<file path="src/rtl/dffn_pipe.sv">
// Falling-edge shift pipeline with per-stage valid, sync reset/set and enable.
// Define DFFN_PIPE_PARITY_EN to add per-stage parity and the PERR output.
module dffn_pipe #(
  parameter int                 WIDTH   = 8,
  parameter int                 DEPTH   = 4,
  parameter logic [WIDTH-1:0]   SET_VAL = {WIDTH{1'b1}},
  localparam int                CW      = $clog2(DEPTH + 1)
) (
  input  logic             clk,
  input  logic             R,
  input  logic             S,
  input  logic             E,
  input  logic [WIDTH-1:0] D,
  input  logic             DV,
  output logic [WIDTH-1:0] Q,
  output logic             QV,
  output logic [CW-1:0]    CNT
`ifdef DFFN_PIPE_PARITY_EN
  ,
  output logic             PERR
`endif
);

  logic [WIDTH-1:0] dat [DEPTH];
  logic [DEPTH-1:0] vld;
  logic [CW-1:0]    cnt;

  // Count tracks popcount of vld: one in at stage 0, one out at the tail.
  always_ff @(negedge clk) begin
    if (!R) begin
      for (int i = 0; i < DEPTH; i++) dat[i] <= '0;
      vld <= '0;
      cnt <= '0;
    end else if (!S) begin
      for (int i = 0; i < DEPTH; i++) dat[i] <= SET_VAL;
      vld <= '1;
      cnt <= CW'(DEPTH);
    end else if (E) begin
      dat[0] <= D;
      vld[0] <= DV;
      for (int i = 1; i < DEPTH; i++) begin
        dat[i] <= dat[i-1];
        vld[i] <= vld[i-1];
      end
      cnt <= cnt + CW'(DV) - CW'(vld[DEPTH-1]);
    end
  end

  assign Q   = dat[DEPTH-1];
  assign QV  = vld[DEPTH-1];
  assign CNT = cnt;

`ifdef DFFN_PIPE_PARITY_EN
  logic [DEPTH-1:0] par;

  always_ff @(negedge clk) begin
    if (!R) begin
      par <= '0;
    end else if (!S) begin
      par <= {DEPTH{^SET_VAL}};
    end else if (E) begin
      par[0] <= ^D;
      for (int i = 1; i < DEPTH; i++) par[i] <= par[i-1];
    end
  end

  assign PERR = QV & ((^Q) != par[DEPTH-1]);
`endif

endmodule

</file>
<file path="config.mk">
export PLATFORM = sky130hd
export DESIGN_NAME = dffn_pipe
export DESIGN_NICKNAME = d
export VERILOG_FILES = /design/src/rtl/dffn_pipe.sv
export SDC_FILE = /design/constraint.sdc
export NUM_CORES = 1
export LEC_CHECK = 0
export BUFFER_PORTS_ARGS = -buffer_cell sky130_fd_sc_hd__buf_2
export CAP_MARGIN = 30
export CORE_MARGIN = 8
export CORE_UTILIZATION = 50
export CTS_BUF_LIST = sky130_fd_sc_hd__clkbuf_4 sky130_fd_sc_hd__clkbuf_8 sky130_fd_sc_hd__clkbuf_16
export DETAILED_ROUTE_END_ITERATION = 8
export PLACE_DENSITY = 0.8
export SYNTH_ARGS = -nofsm -noshare
export SYNTH_HDL_FRONTEND = slang
export SYNTH_SLANG_ARGS = --single-unit
</file>
<file path="constraint.sdc">
create_clock -name clk -period 2.5 [get_ports clk]
set_clock_uncertainty 0.2 [all_clocks]
set_input_delay 0.5 -clock clk [delete_from_list [all_inputs] [get_ports clk]]
set_output_delay 0.5 -clock clk [all_outputs]
set_load 0.005 [all_outputs]
</file>
==> flow_summary.ini, run 1 <==
[cells_and_area]
areaGrowthSynthToFinish_pct = 34.2
finalNetCount = 237
post_route_cells_drive_above_1_share = 0.311
fillers = 218
finish.cell_count_without_fillers = 266
antenna_cells_inserted = 0

[global_routing]
grt_overflow_total = 0
groute.usage.overall = 0.138
antenna_found_initial = 0
first_global_vias = 1362
pin_count_of_the_biggest_net_entering_global_routing = 29
grt_pass1_wl_mm = 5.63

[setup_path]
critical_path_origin = dat[3][0]
cp_endpoint_kind = output pin
crit_chain = buf_2
reg2reg_slack_ns = 0.38
max_stage_delay_ns = 0.37
r2r-start = CNT[0]
crit_family = flip-flops
arrival_ns = 2.19
critPathRequiredTime_ns = 1.80
critical_setup_path_kind = flip-flop to output pin
cp_num_buf_inv = 1
startpoint_type = flip-flop
crit_path_max_fanout = 1
cell_type_of_the_slowest_stage_on_the_worst_timing_path = sky130_fd_sc_hd__edfxtp_1

[floorplan]
initial_utilization = 0.533
die-width_um = 73.3
io_pins = 25
vert_die_dim_um = 73.3
core_region_area_um2 = 3080
std_cell_rows = 20
dieArea_um2 = 5370

[power]
power_frac_seq = 0.502
share_clk_of_total_power = 0.375
sw_frac_of_total = 0.328
fin_total_pwr_mw = 1.53
p_int_mw = 1.03
vdd_ir_drop_max_mv = 0.382
static-leakage-power_nw = 1.10
share_of_power_burned_in_combinational_logic = 0.123
power.net_switching_mw = 0.501
power-per-cell-area_nw_per_um2 = 693

[clock_tree]
hold_buffers = 0
cts.reportedPaths.clkPinSlew_ns = 0.06
clock_tree.root_cell = sky130_fd_sc_hd__clkbuf_4
cts_sinks = 39
number_of_buffers_added_by_the_clock_tree_synthesis_step = 5
cts_h_tree_lvls = 2
clock_path_buffers = 2
clock_latency_ns = 0.42
tritoncts = built

[logic_synthesis]
ys.flop_type = sky130_fd_sc_hd__edfxtp_1
synth-edff-count = 24
mappedNetlistNets = 160
mapped_cells = 144
ys_top_cells_by_area = sky130_fd_sc_hd__edfxtp_1 44%, sky130_fd_sc_hd__dfxtp_1 18%, sky130_fd_sc_hd__a21oi_1 11%
ys_types = 20
synth.largest_area_cell = sky130_fd_sc_hd__edfxtp_1
yosysWarnings = 0
synthesis.area_um2 = 1640
async_flop_share = 0
yosys-top-cells-count = 36 x sky130_fd_sc_hd__a21oi_1, 25 x sky130_fd_sc_hd__nand2_1, 24 x sky130_fd_sc_hd__edfxtp_1
ys_ff_latch = 39
yosysMostFrequentCell = sky130_fd_sc_hd__a21oi_1
synthesis.area_per_instance_um2 = 11.4
synth-seq-area-share = 0.622
synthDominantCellAreaShare = 0.439

[run_status]
violations = setup timing
outcome = finished with violations

[placed_design]
gp_congestion = 0.795
detailed_place_hpwl_mm = 2.14
number_of_placed_cells_counting_well_taps = 217
io_buffer_count = 24

[sta]
worst_max_slew_margin_expressed_relative_to_the_limit = 0.808
pins_over_their_slew_limit = 0
grt_setup_unrepaired = true
worst_slew_pin_slew_ns = 0.288
postLayoutSetupSlackWorst_ns = -0.388
finalSetupViolations = 14
hold_viol_final = 0

[job]
maxCapViolCount = 0

[route]
drc = 0
wl_per_cell_um = 13.3
drt_first_iter_violations = 102
num_vias = 1311
totalWireLength_mm = 3.55
drt_first_pass_iters = 4
detail-route-antenna-nets = 0
avgViaCountPerCell = 4.93

[worst_hold_path]
worstHoldStart = dat[1][1]
hold_class = flip-flop to flip-flop
metal layers:
| metal | wire (um) | GRT usage | share of wire | up-vias |
|---|---|---|---|---|
| li1 | - | - | - | 653 |
| met5 | 0 | 0 | 0 | - |
| met4 | 60 | 0.104 | 0.017 | 0 |
| met1 | 1330 | 0.125 | 0.37 | 592 |
| met3 | 285 | 0.0667 | 0.080 | 5 |
| met2 | 1880 | 0.234 | 0.53 | 61 |
cell families after synthesis:
logic type | share of synthesized area
AND/OR/NAND/NOR | 0.0778
multiplexers | 0.0854
AO/OA/AOI/OAI | 0.120
adder cells (fa/ha/maj) | 0.0275
buffers and inverters | 0.0618
flip-flops | 0.622
XOR/XNOR | 0.00534
metrics by stage:
stage	TNS (ns)	utilization	instance area (um2)	hold WS (ns)	worst slack, ns
after CTS	-4.34	0.708	2180	0.326	-0.397
final	-4.22	0.715	2200	0.326	-0.388
after floorplan	-7.34	-	1740	0.292	-0.457
after global placement	-13.99	0.633	1950	0.301	-0.606
after global routing	-4.73	0.715	2200	0.357	-0.432
after detailed placement	-15.58	0.633	1950	0.312	-0.666
worst paths after layout:
path / to / cells past startpoint
min reg2reg: dat[2][1] / 2
max reg2reg: CNT[2] / 10
min: dat[2][1] / 2
max: Q[0] / 1
power groups by stage:
stage | logic [mW] | clock network, mW | registers (mW)
floorplan | 0.118 | 0.0965 | 0.773
global placement | 0.164 | 0.0965 | 0.772
detailed placement | 0.176 | 0.0965 | 0.775
CTS | 0.183 | 0.587 | 0.765
global route | 0.207 | 0.660 | 0.770
finish | 0.188 | 0.573 | 0.766
worst min-delay path: stages, from the launching register on:
cell and delay (ns):
sky130_fd_sc_hd__edfxtp_1 0.31, sky130_fd_sc_hd__mux2i_1 0.06, sky130_fd_sc_hd__a21oi_1 0.11
cell type report:
cell class                      instances  area [um2]  share of cell area
Clock buffer                            5        37.5              0.0170
Clock inverter                         42         165              0.0750
Inverter                                5        18.8             0.00852
Multi-Input combinational cell         87         563               0.256
Sequential cell                        39        1030               0.466
Tap cell                               44        55.1              0.0250
Timing Repair Buffer                   44         337               0.153
state kept, by name (all words and copies together) (netlist names):
name / count
CNT: 3
vld: 4
dat: 32
cell usage in the layout, fill, tap and decap left out, drive strengths merged:
cell type	count
inv	44
dfxtp	15
a31oi	1
nand2	25
edfxtp	24
buf	44
xnor2	1
a21oi	36
nand3b	1
fa	1
nor2	2
a21bo	1
clkinv	1
clkbuf	5
mux2i	14
ha	2
clkinvlp	2
or2	3
what timing repair did:
item | CTS | global route
pin swaps | 4 | 0
cloned | 0 | 0
endpoints found under the setup margin | 14 | 14
setup buffers | 2 | 1
gates resized for setup | 6 | 3
No activity file was read; power rests on OpenSTA's default activity.
==> run 2: changes to the inputs <==
- PLACE_DENSITY: 0.8 -> 0.78
- RECOVER_POWER: unset -> 25
==> run 2 against run 1 <==
  * The run still ends with setup timing left
  * Via count is 0.53% lower
  * First-iteration DRC count is 21% lower
  * Clock power is 16% higher
  * Utilization is 1.7 points lower
  * Sequential share of layout area is 1.2 points higher
  * Clock-buffer cell count stayed put
  * Sequential cell count stayed put
  * Largest power group unchanged
==> flow_summary.ini, run 2 (same netlist as run 1, synthesis figures left out) <==
[run_status]
outcome = finished with violations
violations = setup timing

[cells_and_area]
post_route_cells_drive_above_1_share = 0.272
antenna_cells_inserted = 0
areaGrowthSynthToFinish_pct = 31.0
final_core_utilization = 0.698
finalNetCount = 232
number_of_flip_flops_under_the_largest_register_name = 32
fillers = 242
mostFrequentLayoutCell = sky130_fd_sc_hd__inv_1
layout.cells.most_common_list = 44 x sky130_fd_sc_hd__inv_1, 36 x sky130_fd_sc_hd__a21oi_1, 24 x sky130_fd_sc_hd__edfxtp_1, 20 x sky130_fd_sc_hd__buf_2, 19 x sky130_fd_sc_hd__nand2_1
max_flop_register = dat

[floorplan]
dieArea_um2 = 5370
io_pins = 25
std_cell_rows = 20
vert_die_dim_um = 73.3
initial_utilization = 0.533
die-width_um = 73.3
core_region_area_um2 = 3080

[clock_tree]
clock_tree.root_cell = sky130_fd_sc_hd__clkbuf_4
hold_buffers = 0
cts_h_tree_lvls = 2
clock_path_buffers = 2
clock_latency_ns = 0.42
number_of_buffers_added_by_the_clock_tree_synthesis_step = 5
cts_sinks = 39
tritoncts = built
cts.reportedPaths.clkPinSlew_ns = 0.04

[setup_path]
reg2reg_slack_ns = 0.44
crit_path_max_fanout = 1
worst_setup_path_endpoint = Q[6]
cp_num_buf_inv = 1
arrival_ns = 2.17
critical_setup_path_kind = flip-flop to output pin
critical_path_depth = 1
startpoint_type = flip-flop
critPathRequiredTime_ns = 1.80
r2r_cells = 8
cell_type_of_the_slowest_stage_on_the_worst_timing_path = sky130_fd_sc_hd__edfxtp_1
cp_endpoint_kind = output pin
crit_family = flip-flops
r2r-start = vld[3]
worst_r2r_endpoint = CNT[2]
critical_path_origin = dat[3][6]
crit_chain = buf_2
max_stage_delay_ns = 0.38

[placed_design]
detailed_place_hpwl_mm = 2.08
gp_congestion = 0.817
io_buffer_count = 24

[sta]
grt_setup_unrepaired = true
hold_viol_final = 0
worst_slew_pin_slew_ns = 0.455
worst_max_slew_margin_expressed_relative_to_the_limit = 0.697
pins_over_their_slew_limit = 0
postLayoutSetupSlackWorst_ns = -0.371
finalHoldWorstSlack_ns = 0.322
finalSetupViolations = 15

[route]
avgViaCountPerCell = 5.00
drt_first_pass_iters = 4
wl_per_cell_um = 12.6
drc = 0
num_vias = 1304
totalWireLength_mm = 3.29
detail-route-antenna-nets = 0
drt_first_iter_violations = 81

[power]
static-leakage-power_nw = 1.08
vdd_ir_drop_max_mv = 0.399
power-per-cell-area_nw_per_um2 = 745

[global_routing]
antenna_found_initial = 0
grt_pass1_wl_mm = 5.26
first_global_vias = 1370
grt_overflow_total = 0
groute.usage.overall = 0.128
pin_count_of_the_biggest_net_entering_global_routing = 32

[worst_hold_path]
hold_class = flip-flop to flip-flop

[job]
maxCapViolCount = 0
-- run 2: changes by cell type in the layout (fill, tap and decap cells not counted) --
cell	delta
sky130_fd_sc_hd__buf_12	-1
sky130_fd_sc_hd__buf_4	-7
sky130_fd_sc_hd__buf_6	-2
sky130_fd_sc_hd__bufinv_16	+1
sky130_fd_sc_hd__clkbuf_1	+2
sky130_fd_sc_hd__clkbuf_2	+3
sky130_fd_sc_hd__clkinvlp_2	-2
sky130_fd_sc_hd__inv_1	+1
sky130_fd_sc_hd__or2_1	+2
sky130_fd_sc_hd__or2_4	-2
-- run 2: timing repair --
action | CTS | global route
pin swaps | 4 | 1
endpoints found under the setup margin | 14 | 14
setup buffers | 2 | 0
gates resized for setup | 5 | 2
-- run 2: layout make-up --
type	instances	area, um2	share of cell area
clock buffer	5	37.5	0.0175
clock inverter	42	189	0.0879
inverter	5	18.8	0.00874
multi-input combinational	87	558	0.260
sequential	39	1030	0.478
tap	44	55.1	0.0256
timing repair buffer	39	264	0.123
-- run 2: stage by stage --
step           power, mW  std cells  instance area (um2)  setup TNS (ns)  worst slack, ns
2_1_floorplan      0.987        144                 1740           -7.34           -0.457
3_5_place_dp        1.04        213                 1920          -14.45           -0.643
5_1_grt             1.69        261                 2150           -5.24           -0.405
4_1_cts             1.63        261                 2170           -4.30           -0.392
6_report            1.60        261                 2150           -4.07           -0.371
3_3_place_gp        1.03        213                 1920          -13.29           -0.603
-- run 2: layer usage --
layer	share of wire	vias to the layer above	wire, um	global-route usage
li1	-	647	-	-
met1	0.40	611	1320	0.115
met2	0.52	39	1700	0.215
met3	0.065	7	213	0.0585
met4	0.016	0	53	0.102
met5	0	-	0	0
-- run 2: how the worst min path moves through the flow --
stage,depth (start not counted),to,slack (ns),from
finish,2,dat[2][5],0.32,dat[1][5]
global route,2,dat[2][5],0.36,dat[1][5]
CTS,2,vld[2],0.33,vld[2]
detailed placement,2,CNT[0],0.32,CNT[0]
global placement,2,dat[2][0],0.30,dat[1][0]
floorplan,2,dat[2][0],0.29,dat[1][0]
-- run 2: report_power, final --
part           total, mW  internal [mW]  switching, mW
Clock              0.665          0.289          0.376
Sequential         0.766          0.745         0.0214
Combinational      0.170         0.0829         0.0867
-- run 2: tightest hold or removal path: cells and delay by family, from the launching register on --
family	cells	cell delay, ns
multiplexers	1	0.06
AO/OA/AOI/OAI	1	0.11
flip-flops	1	0.31
==> run 3: changes to the inputs <==
- CAP_MARGIN: 30 -> 20
- CORE_ASPECT_RATIO: unset -> 0.75
==> run 3 against run 2 <==
  * The flow still finishes with violations (setup timing)
  * Design area rose by 2.3%
  * Utilization decreased by 1.5 points
  * First-iteration DRC count increased by 8.6%
  * Combinational power grew 5%
  * Sequential power hardly changed
  * Power is 6.8% higher
  * Wire length grew 6.1%
  * Critical path depth unchanged
  * Sequential share of layout area down 1.1 points
  * Via count decreased by 1.7%
  * Critical endpoint is now Q[5]
  * Sequential cell count unchanged
  * Worst hold slack got worse by 0.0010 ns
==> flow_summary.ini, run 3 (same netlist as run 1, synthesis figures left out) <==
[setup_path]
startpoint_type = flip-flop
cp_endpoint_kind = output pin
cell_type_of_the_slowest_stage_on_the_worst_timing_path = sky130_fd_sc_hd__edfxtp_1
reg2reg_slack_ns = 0.34
crit_chain = buf_2
crit_family = flip-flops
critPathRequiredTime_ns = 1.80
crit_path_max_fanout = 1
cp_num_buf_inv = 1
critical_setup_path_kind = flip-flop to output pin
arrival_ns = 2.11
max_stage_delay_ns = 0.37

[placed_design]
placedInstanceArea_um2 = 1920
detailed_place_hpwl_mm = 2.07
io_buffer_count = 24
number_of_placed_cells_counting_well_taps = 210
placement.setup.worst_slack_ns = -0.665
gp_congestion = 0.767

[cells_and_area]
antenna_cells_inserted = 0
areaGrowthSynthToFinish_pct = 34.0
max_flop_register = dat
layout.cells.most_common_list = 44 x sky130_fd_sc_hd__inv_1, 36 x sky130_fd_sc_hd__a21oi_1, 24 x sky130_fd_sc_hd__edfxtp_1, 20 x sky130_fd_sc_hd__nand2_1, 19 x sky130_fd_sc_hd__buf_2
finalNetCount = 233
number_of_flip_flops_under_the_largest_register_name = 32
finish.cell_count_without_fillers = 258
mostFrequentLayoutCell = sky130_fd_sc_hd__inv_1
post_route_cells_drive_above_1_share = 0.284
finalInstanceArea_um2 = 2200

[route]
totalWireLength_mm = 3.49
num_vias = 1282
avgViaCountPerCell = 4.97
drt-met1-wl_mm = 1.46
wl_met2_mm = 1.75
drt_first_iter_violations = 88
wl_met3_um = 236
top_signal_layer_used = met4
drc = 0
drt_first_pass_iters = 5
detail-route-antenna-nets = 0
wl_per_cell_um = 13.5

[power]
sw_frac_of_total = 0.291
static-leakage-power_nw = 1.10
share_of_power_burned_in_combinational_logic = 0.105
fin_total_pwr_mw = 1.71
p_int_mw = 1.21
power-per-cell-area_nw_per_um2 = 778
vdd_ir_drop_max_mv = 0.460
share_clk_of_total_power = 0.447
power_frac_seq = 0.449
power.net_switching_mw = 0.497

[global_routing]
antenna_found_initial = 0
grt_pass1_wl_mm = 5.73
first_global_vias = 1403
groute.usage.overall = 0.139
grt_overflow_total = 0
pin_count_of_the_biggest_net_entering_global_routing = 23

[sta]
pins_over_their_slew_limit = 0
grt_setup_unrepaired = true
worst_slew_pin_slew_ns = 0.229
postLayoutSetupSlackWorst_ns = -0.315
hold_viol_final = 0
finalHoldWorstSlack_ns = 0.321
finalSetupViolations = 15
worst_max_slew_margin_expressed_relative_to_the_limit = 0.847

[job]
maxCapViolCount = 0

[clock_tree]
cts_sinks = 39
clock_latency_ns = 0.36
cts.reportedPaths.clkPinSlew_ns = 0.04
clock_tree.root_cell = sky130_fd_sc_hd__clkbuf_8
clock_path_buffers = 2
number_of_buffers_added_by_the_clock_tree_synthesis_step = 5
tritoncts = built
cts_h_tree_lvls = 2

[floorplan]
die-width_um = 82.1
initial_utilization = 0.509
std_cell_rows = 18
dieArea_um2 = 5390
core_region_area_um2 = 3220
io_pins = 25
vert_die_dim_um = 65.6

[run_status]
outcome = finished with violations
violations = setup timing

[worst_hold_path]
hold_class = flip-flop to flip-flop
==> run 3: cell types whose count changed in the layout (fill, tap and decap cells not counted) <==
cell                       delta
sky130_fd_sc_hd__nand2_2      -1
sky130_fd_sc_hd__buf_2        -1
sky130_fd_sc_hd__clkbuf_1     -1
sky130_fd_sc_hd__buf_6        +4
sky130_fd_sc_hd__nand2_1      +1
sky130_fd_sc_hd__buf_8        -1
sky130_fd_sc_hd__or2_1        -2
sky130_fd_sc_hd__clkbuf_4     -5
sky130_fd_sc_hd__clkbuf_8     +5
sky130_fd_sc_hd__or2_4        +2
==> run 3: area by class of cell <==
type | count | area (um2)
multi-input cells | 87 | 561
flip-flops and latches | 39 | 1030
inverters | 5 | 18.8
well taps | 40 | 50.0
clock inverters | 42 | 189
repair buffers | 40 | 285
fillers | 226 | 1020
clock buffers | 5 | 68.8
==> run 3: per-layer routing <==
layer	vias up	global-route usage
met2	40	0.229
met4	0	0.0808
met5	-	0
li1	647	-
met1	588	0.135
met3	7	0.0749
==> run 3: repair_timing <==
action,CTS,global route
hold buffers,0,0
endpoints found under the setup margin,14,14
pin swaps,5,0
resized for setup,7,2
setup buffers,1,1
==> run 3: stage by stage <==
stage / setup TNS (ns) / utilization
after global placement: -13.00 / 0.596
after detailed placement: -14.25 / 0.596
after global routing: -4.11 / 0.683
after floorplan: -7.34 / -
final: -3.49 / 0.683
after CTS: -3.65 / 0.683
==> run 3: final timing paths <==
| path | startpoint | end | depth (start not counted) |
|---|---|---|---|
| worst min register to register | dat[1][5] | dat[2][5] | 2 |
| worst max register to register | vld[3] | CNT[2] | 9 |
| worst max-delay path | dat[3][5] | Q[5] | 1 |
| worst min-delay path | dat[1][5] | dat[2][5] | 2 |
==> run 3: power groups by stage <==
stage	logic [mW]	clock network (mW)	registers (mW)
2_1_floorplan	0.118	0.0965	0.773
6_report	0.179	0.764	0.767
3_5_place_dp	0.173	0.0965	0.774
5_1_grt	0.198	0.860	0.771
3_3_place_gp	0.164	0.0965	0.772
4_1_cts	0.180	0.786	0.767
